<file path="config.mk">
export PLATFORM = sky130hd
export DESIGN_NAME = alu_uart_interface
export DESIGN_NICKNAME = d
export VERILOG_FILES = /design/src/rtl/alu_uart_interface.sv
export SDC_FILE = /design/constraint.sdc
export NUM_CORES = 1
export LEC_CHECK = 0
export CAP_MARGIN = 20
export CORE_MARGIN = 2
export CORE_UTILIZATION = 50
export CTS_CLUSTER_DIAMETER = 150
export CTS_CLUSTER_SIZE = 30
export DETAILED_ROUTE_END_ITERATION = 10
export GPL_TIMING_DRIVEN = 0
export PLACE_DENSITY = 0.79
export REMOVE_ABC_BUFFERS = 1
export SYNTH_ARGS = -nofsm -noshare
export SYNTH_HDL_FRONTEND = slang
export SYNTH_SLANG_ARGS = --single-unit
export TNS_END_PERCENT = 10
</file>
<file path="constraint.sdc">
create_clock -name i_clock -period 2.6 [get_ports i_clock]
set_input_delay 0.52 -clock i_clock [delete_from_list [all_inputs] [get_ports i_clock]]
set_output_delay 0.52 -clock i_clock [all_outputs]
set_load 0.01 [all_outputs]
</file>
<file path="src/rtl/alu_uart_interface.sv">
// Frame sequencer between a UART and an ALU: collects A, B, opcode bytes,
// runs the ALU for one cycle and hands the result byte to the UART TX.
//
// Ports:
//   i_clock, i_reset       clock, async active-high reset
//   i_rx_done, i_rx_data   received byte strobe and data
//   i_alu_result           combinational ALU result for o_data_a/b, o_op
//   i_tx_done              TX byte finished
//   o_data_a, o_data_b     registered operands
//   o_op                   registered opcode (low NB_OP bits of op byte)
//   o_tx_data, o_tx_start  result byte and one-cycle start pulse to TX
//   o_busy                 high in EXEC, SEND, WAIT_TX
//   o_timeout, o_overrun   one-cycle event pulses
module alu_uart_interface #(
    parameter int DBIT    = 8,
    parameter int NB_OP   = 6,
    parameter int TIMEOUT = 200000
) (
    input  logic            i_clock,
    input  logic            i_reset,
    input  logic            i_rx_done,
    input  logic [DBIT-1:0] i_rx_data,
    input  logic [DBIT-1:0] i_alu_result,
    input  logic            i_tx_done,
    output logic [DBIT-1:0] o_data_a,
    output logic [DBIT-1:0] o_data_b,
    output logic [NB_OP-1:0] o_op,
    output logic [DBIT-1:0] o_tx_data,
    output logic            o_tx_start,
    output logic            o_busy,
    output logic            o_timeout,
    output logic            o_overrun
);

    localparam int CW = (TIMEOUT > 1) ? $clog2(TIMEOUT) : 1;
    localparam logic [CW-1:0] CNT_LAST = CW'(TIMEOUT - 1);

    typedef enum logic [2:0] {
        WAIT_A,
        WAIT_B,
        WAIT_OP,
        EXEC,
        SEND,
        WAIT_TX
    } state_t;

    state_t        state, state_next;
    logic [CW-1:0] idle_cnt, idle_next;
    logic          in_frame, busy_st, expired;
    logic          ld_a, ld_b, ld_op, ld_tx;
    logic          timeout_next, overrun_next, busy_next;

    always_comb begin
        state_next   = state;
        idle_next    = idle_cnt;
        ld_a         = 1'b0;
        ld_b         = 1'b0;
        ld_op        = 1'b0;
        ld_tx        = 1'b0;
        timeout_next = 1'b0;

        in_frame = (state == WAIT_B) || (state == WAIT_OP);
        busy_st  = state inside {EXEC, SEND, WAIT_TX};
        // A byte landing on the last idle cycle wins over the timeout.
        expired  = in_frame && !i_rx_done && (idle_cnt == CNT_LAST);
        overrun_next = i_rx_done && busy_st;

        unique case (state)
            WAIT_A: begin
                if (i_rx_done) begin
                    ld_a       = 1'b1;
                    state_next = WAIT_B;
                end
            end
            WAIT_B: begin
                if (i_rx_done) begin
                    ld_b       = 1'b1;
                    state_next = WAIT_OP;
                end else if (expired) begin
                    timeout_next = 1'b1;
                    state_next   = WAIT_A;
                end
            end
            WAIT_OP: begin
                if (i_rx_done) begin
                    ld_op      = 1'b1;
                    state_next = EXEC;
                end else if (expired) begin
                    timeout_next = 1'b1;
                    state_next   = WAIT_A;
                end
            end
            EXEC: begin
                ld_tx      = 1'b1;
                state_next = SEND;
            end
            SEND: state_next = WAIT_TX;
            WAIT_TX: begin
                if (i_tx_done) state_next = WAIT_A;
            end
            default: state_next = WAIT_A;
        endcase

        // Leaving at CNT_LAST guarantees the counter never wraps.
        if (state_next != state) idle_next = '0;
        else if (in_frame)       idle_next = idle_cnt + 1'b1;

        // Registered outputs mirror the state they will be in next cycle.
        busy_next = state_next inside {EXEC, SEND, WAIT_TX};
    end

    always_ff @(posedge i_clock or posedge i_reset) begin
        if (i_reset) begin
            state      <= WAIT_A;
            idle_cnt   <= '0;
            o_data_a   <= '0;
            o_data_b   <= '0;
            o_op       <= '0;
            o_tx_data  <= '0;
            o_tx_start <= 1'b0;
            o_busy     <= 1'b0;
            o_timeout  <= 1'b0;
            o_overrun  <= 1'b0;
        end else begin
            state      <= state_next;
            idle_cnt   <= idle_next;
            o_tx_start <= (state_next == SEND);
            o_busy     <= busy_next;
            o_timeout  <= timeout_next;
            o_overrun  <= overrun_next;
            if (ld_a)  o_data_a  <= i_rx_data;
            if (ld_b)  o_data_b  <= i_rx_data;
            if (ld_op) o_op      <= i_rx_data[NB_OP-1:0];
            if (ld_tx) o_tx_data <= i_alu_result;
        end
    end

endmodule

</file>
======== Word-level counts from Yosys, hierarchy flattened ========
Index checks and enable logic that the tools add are counted.
storage, ports and cells
  register bits after elaboration ......... 55
  word-level logic and storage cells ...... 47
cells by class
  add/subtract/negate cells ............... 1
  equality and inequality tests ........... 10
  mux-type cells .......................... 16
  reductions and logical operators ........ 10
operators with widths
  kind                                           count
  2-to-1 mux 18 bit                              2
  adder 18 x 1 -> 18 bit, second input constant  1
  == test 18 bit, second input constant          1
  one-hot mux 3 bit (6 select lines)             1
  2-to-1 mux 3 bit                               5
  == test 3 bit, second input constant           4
  == test 3 x 2 -> 1 bit, second input constant  3
  2-to-1 mux 1 bit                               8
  nonzero test 3 bit                             2
  == test 3 x 1 -> 1 bit, second input constant  1
  logical AND 1 bit                              3
  zero test 3 bit                                1
  != test 3 bit                                  1
  nonzero test 2 bit                             1
  OR reduction 2 bit                             1
  zero test 1 bit                                1
  logical OR 1 bit                               1

======== Longest topological paths before layout ========
Gate-level depths: netlist of the first run.
  word-level depth ........................ 9
  mapped depth ............................ 7
  depth with buffers taken out ............ 5

======== Worst setup path after synthesis of the first run ========
OpenSTA, ideal clock, no wires.
  kind .................................... flip-flop to flip-flop
  from .................................... register state[1]
  to ...................................... register idle_cnt[17]
  data arrival time ....................... 1.902 ns
  data required time ...................... 2.518 ns
  setup slack ............................. 0.616 ns
  stages on the path, launching flop included .. 7
  path buffers ............................ 2
  clock period less this slack ............ 1.984 ns
  cell sequence ........................... dfrtp_1 buf_6 xnor2_2 or4_1 buf_2 or4_4 a22oi_2
on the way
  word-level cells in the longest chain between the ends .. 9
ends and longest elaborated chain
  what                                                                     line    source
  from (decl)                                                              47      state_t state, state_next;
  from (signal assigned)                                                   125     state <= state_next;
  == test 3 x 1 -> 1 bit / == test 3 x 2 -> 1 bit (equally long branches)  62, 68
  logical OR 1 bit                                                         62      in_frame = (state == WAIT_B) || (state == WAIT_OP);
  logical AND 1 bit (2 in a row)                                           65      expired = in_frame && !i_rx_done && (idle_cnt == CNT_LAST);
  2-to-1 mux 3 bit                                                         79, 88
  2-to-1 mux 3 bit, on equally long branches                               85, 76
  one-hot mux 3 bit (6 select lines)                                       68      unique case (state)
  != test 3 bit                                                            105     if (state_next != state) idle_next = '0;
  2-to-1 mux 18 bit / nonzero test 2 bit (equally long branches)           n/a
  to (signal assigned)                                                     126     idle_cnt <= idle_next;
  to (decl)                                                                48      logic [CW-1:0] idle_cnt, idle_next;
Parallel ways exist; a longest one is shown, timed or not.
A chain may end at the register's enable or synchronous reset.

======== Worst setup path in the final report of the first run ========
  from .................................... input i_rx_done
  to ...................................... register idle_cnt[13]
on the way
  word-level cells in the longest chain between the ends .. 8
ends and longest elaborated chain
  what                                                            line    source
  from (decl)                                                     21      input logic i_rx_done,
  zero test 1 bit                                                 65
  logical AND 1 bit (2 in a row)                                  65
  2-to-1 mux 3 bit                                                79, 88
  2-to-1 mux 3 bit, on equally long branches                      85, 76
  one-hot mux 3 bit (6 select lines) (*)                          68
  != test 3 bit (*)                                               105
  2-to-1 mux 18 bit / nonzero test 2 bit (equally long branches)  n/a
Every way passes the cells marked *; elsewhere a longest branch is shown, timed or not.

==> metrics.txt, run 1 <==
post-synthesis register bit count=55; fraction of layout cells with a size suffix above 1=15.0%; I/O Pins=54; Area after DPL=3060 sq um; Remaining DRCs=0; Final setup violation count=0; Setup TNS=0 ns; fin crit share=89.3%; Slowest cell on crit path=clkdlybuf4s50_1; clk sinks=55; via count=1816; nature of the critical path endpoint=flop; unrepaired setup endpoints after global routing=false; Slew headroom=50.7%; max-slew violations=0; Initial DRC Count=89; # hold bufs at CTS=0; P_sw=1.05 mW; CTS Buf Count=5; CTS tree=built; Min Hold Slack=0.483 ns; n_diodes=0; die area=5530 sq um; Fin. Hold Viols=0; grt total ovfl=0; Placer Congestion=0.793; Final HPWL DP=3410 microns; P_int=2.12 mW; Mapped Area=2470 sq um; syn_area_per_cell=11.1 sq um; Worst Skew=0.00661 ns; Synth Flop Type=dfrtp_1; CTS root buf=clkbuf_8; Final nets=295; ANT nets after route=0; critical setup path kind=input pin to flop; Sw Ratio=33.1%; CP peak stage delay=0.52 ns; Rows=25; dpl ws=-0.140 ns; Die Y=74.4 microns; GRT Overall Usage=20.4%; CTS clock-pin slew for the worst setup and hold paths=0.09 ns; pin count of the biggest net entering global routing=37; drt pass-1 iters=4; Seq pwr share=42.7%; post-route insts no fill=341; critical path cell sequence=clkdlybuf4s50_1, nor4_1, nand4_1, o211ai_4, a22oi_1; most common cell after layout, fill and taps aside=dfrtp_1; Final Cell Area=3160 sq um; core outline area=4750 sq um; clock buffer depth=2; startpoint types=input pin; Ys Warns=0; register area share after synthesis=55.6%; placed cells=334; Final WS setup=0.279 ns; most frequent cells in the layout=dfrtp_1 (55), clkdlybuf4s50_1 (53), nand2_1 (31); Total Power=3.17 mW; final critical-path required period=2.32 ns; Combinational Power Share=42.8%; antenna violations before repair=0; CP arrival=2.48 ns; number of global-route vias before repair=1867; die width=74.4 microns; Starting Density=52.1%; PD cells=1000 nW/um^2; Cells after Synth=223; area grow syn2layout=27.5%; outcome=complete, no violations; H-tree levels=2; Worst VDD drop=0.000652 V; Leak Pwr=1.34 nW; WL/cell=14.1 microns; library cells used by synthesis=40; CP Data Required Time=2.76 ns; Fillers=413; clock group share of total power=14.5%; Max FO, Critical Path=17; worst skew pair latency=0.30 ns; Async SR Flop Fraction=100%; first-pass GRT wire length=8710 microns; type of the most critical hold path=flop to flop; number of vias per cell=5.33; slew of the pin with the lowest slew margin=0.736 ns; # Max-Cap Violations=0; Port-buffer cells=53; Max Freq=431 MHz; final core utilization=66.4%; EDFF count, synth=0; final WL=4820 microns
## routing by layer
metal	GRT usage, %	share of wire (%)
met1	27.1	44
met2	33.5	49
met3	6.64	7.3
met4	3.57	0.60
met5	0	0
## critical path: cells and delay by family
kind            cells  cell delay [ns]
compound gates      2             0.71
buf+inv             1             0.52
simple gates        2             0.71
## cell families (layout without fill, tap and decap cells)
| group | count (synthesis) | in the layout | synth area share (%) |
|---|---|---|---|
| AO/OA/AOI/OAI | 38 | 38 | 9.66 |
| XOR/XNOR | 9 | 9 | 3.49 |
| adder cells (fa/ha/maj) | 1 | 1 | 0.505 |
| buffers and inverters | 16 | 67 | 2.93 |
| flip-flops | 55 | 55 | 55.6 |
| multiplexers | 23 | 23 | 10.4 |
| AND/OR/NAND/NOR | 81 | 81 | 17.4 |
## sequential cells by signal, summed over array words and instances, names as in the netlist
register / flops
idle_cnt: 18
o_data_a: 8
o_data_b: 8
o_tx_data: 8
o_op: 6
state: 3
o_busy: 1
o_overrun: 1
o_timeout: 1
o_tx_start: 1
## final cells by class
cell class / instances / area (sq um) / share of cell area (%)
clock buffer: 6 / 82.6 / 2.62
clock inverter: 1 / 5.00 / 0.159
inverter: 6 / 22.5 / 0.714
multi-input combinational: 152 / 1030 / 32.8
sequential: 55 / 1380 / 43.6
tap: 67 / 83.8 / 2.66
timing repair buffer: 54 / 551 / 17.4
## power groups by stage
| stage | Clock [mW] | Sequential, mW | Combinational, mW |
|---|---|---|---|
| 2_1_floorplan | 0 | 1.46 | 0.575 |
| 3_3_place_gp | 0 | 1.35 | 1.34 |
| 3_5_place_dp | 0 | 1.37 | 1.36 |
| 4_1_cts | 0.477 | 1.35 | 1.37 |
| 5_1_grt | 0.509 | 1.39 | 1.49 |
| 6_report | 0.461 | 1.35 | 1.36 |
## Yosys cell counts (all sizes together) (3+ instances only)
cell    instances  area, sq um
nand2          31          116
xnor2           4         42.6
nand2b          3         18.8
or4             4         33.8
nor3            6         40.0
or3             7         43.8
a21oi          10         50.1
a22oi           9         72.6
mux2           22          248
inv             5         18.8
xor2            5         43.8
nand4           4         25.0
clkbuf          5         18.8
buf             5         31.3
dfrtp          55         1380
or2             4         25.0
nor2            6         22.5
o21ai          12         60.1
nand3           7         35.0
## timing repair
action / CTS / global route
setup endpoints to repair: 0 / 14
buffers inserted: 0 / 0
resized for setup: 0 / 1
## final timing paths
path	from	end	slack [ns]	depth (start not counted)
setup / recovery	i_rx_done	idle_cnt[13]$_DFFE_PP0P_	0.28	5
hold / removal	o_tx_data[1]$_DFFE_PP0P_	o_tx_data[1]$_DFFE_PP0P_	0.48	2
setup reg to reg	state[0]$_DFF_PP0_	idle_cnt[17]$_DFFE_PP0P_	0.34	4
hold reg to reg	o_tx_data[1]$_DFFE_PP0P_	o_tx_data[1]$_DFFE_PP0P_	0.48	2
max in group asynchronous	i_reset	o_data_b[2]$_DFFE_PP0P_	1.54	3
min in group asynchronous	i_reset	o_timeout$_DFF_PP0_	0.53	2
No activity file was read; power rests on OpenSTA's default activity.
==> run 2, diff against run 1 <==
Settings changed: CORE_UTILIZATION 50 to 45, PLACE_DENSITY 0.79 to 0.75.
Clock period 2.6 ns to 1.9 ns, I/O delays scaled along.
==> metrics.txt, run 2 (synthesis gave the netlist of run 1 again) <==
most frequent cells in the layout=dfrtp_1 (52), clkdlybuf4s50_1 (52), nand2_1 (31); ANT nets after route=0; Remaining DRCs=0; worst skew pair latency=0.31 ns; Max FO, Critical Path=10; GRT Overall Usage=18.4%; fin crit share=103%; CP Data Required Time=2.14 ns; die width=78.2 microns; number of global-route vias before repair=1962; failing checks=setup timing; Placer Congestion=0.742; Final setup violation count=2; Worst VDD drop=0.000836 V; unrepaired setup endpoints after global routing=true; Starting Density=45.8%; Final nets=304; clock buffer depth=2; fraction of layout cells with a size suffix above 1=21.1%; CTS clock-pin slew for the worst setup and hold paths=0.10 ns; pin count of the biggest net entering global routing=38; Final Cell Area=3290 sq um; max-slew violations=0; type of the most critical hold path=input pin to asynchronous set/reset pin; Initial DRC Count=132; area grow syn2layout=32.8%; Slew headroom=62.2%; Area after DPL=3070 sq um; core outline area=5410 sq um; critical setup path kind=flop to flop; via count=1956; CP arrival=2.20 ns; Rows=27; Register Area=1380 sq um; CTS Buf Count=5; Final WS setup=-0.0564 ns; number of vias per cell=5.49; Largest register FFs=18; Leak Pwr=1.39 nW; Fin. Hold Viols=0; # Max-Cap Violations=0; die area=6110 sq um; Port-buffer cells=53; grt total ovfl=0; clk sinks=55; CTS root buf=clkbuf_8; # hold bufs at CTS=0; H-tree levels=2; nature of the critical path endpoint=flop; post-route insts no fill=356; Fillers=447; Min Hold Slack=0.379 ns; Final HPWL DP=3510 microns; Biggest register=idle_cnt; outcome=finished, violations left; Die Y=78.2 microns; I/O Pins=54; final WL=5320 microns; Worst Skew=0.00752 ns; n_diodes=0; Max Freq=511 MHz; PD cells=1380 nW/um^2; placed cells=339; startpoint types=flop; Multi-input gate area=1080 sq um; first-pass GRT wire length=9070 microns; drt pass-1 iters=4; slew of the pin with the lowest slew margin=0.564 ns; final critical-path required period=1.96 ns; WL/cell=14.9 microns; CTS tree=built; antenna violations before repair=0
## run 2: changes by cell type in the layout (fill, tap and decap cells not counted), sizes merged
cell,delta
clkdlybuf4s50,-1
clkinvlp,+1
buf,+9
dlygate4sd2,+1
## run 2: critical path, cell delays in order (launching register included)
cell     delay (ns)
dfrtp_1        0.48
nand3_1        0.14
or4_4          0.62
or4_4          0.50
a22oi_2        0.14
## run 2: area by class of cell
| class | count | share of cell area (%) |
|---|---|---|
| Sequential cell | 55 | 42.0 |
| Multi-Input combinational cell | 152 | 32.8 |
| Timing Repair Buffer | 63 | 19.1 |
| Tap cell | 72 | 2.74 |
| Clock buffer | 6 | 2.21 |
| Inverter | 6 | 0.723 |
| Clock inverter | 2 | 0.381 |
## run 2: final timing paths
path / slack, ns / end / depth (start not counted) / from
worst max-delay path: -0.06 / idle_cnt[17]$_DFFE_PP0P_ / 4 / idle_cnt[6]$_DFFE_PP0P_
worst min-delay path: 0.38 / o_timeout$_DFF_PP0_ / 2 / i_reset
worst max register to register: -0.06 / idle_cnt[17]$_DFFE_PP0P_ / 4 / idle_cnt[6]$_DFFE_PP0P_
worst min register to register: 0.48 / o_tx_data[5]$_DFFE_PP0P_ / 2 / o_tx_data[5]$_DFFE_PP0P_
max in group asynchronous: 0.97 / state[1]$_DFF_PP0_ / 3 / i_reset
min in group i_clock: 0.48 / o_tx_data[5]$_DFFE_PP0P_ / 2 / o_tx_data[5]$_DFFE_PP0P_
## run 2: metrics by stage
step | setup TNS, ns | power (mW) | utilization, % | setup slack [ns]
floorplan | -0.335 | 2.79 | - | -0.156
global placement | -68.14 | 3.69 | 56.3 | -0.898
detailed placement | -21.50 | 3.74 | 56.7 | -0.792
CTS | -0.0386 | 4.53 | 60.4 | -0.0374
global route | -0.371 | 4.84 | 60.8 | -0.115
finish | -0.0696 | 4.54 | 60.8 | -0.0564
## run 2: per-layer routing
layer  routed length, microns  global-route usage (%)  share of wire (%)  vias up
li1                         -                       -                  -      901
met1                     2350                    24.0                 44      981
met2                     2510                    29.6                 47       58
met3                      366                    5.86                6.9       16
met4                       95                    5.79                1.8        0
met5                        0                       0                  0        -
## run 2: what timing repair did
item	CTS	global route
resized for setup	10	4
buffers inserted	9	0
pin swaps	4	0
setup endpoints to repair	34	33
## run 2: power by group
group | internal (mW) | switching [mW]
clock network | 0.259 | 0.374
registers | 1.57 | 0.241
logic | 1.17 | 0.925
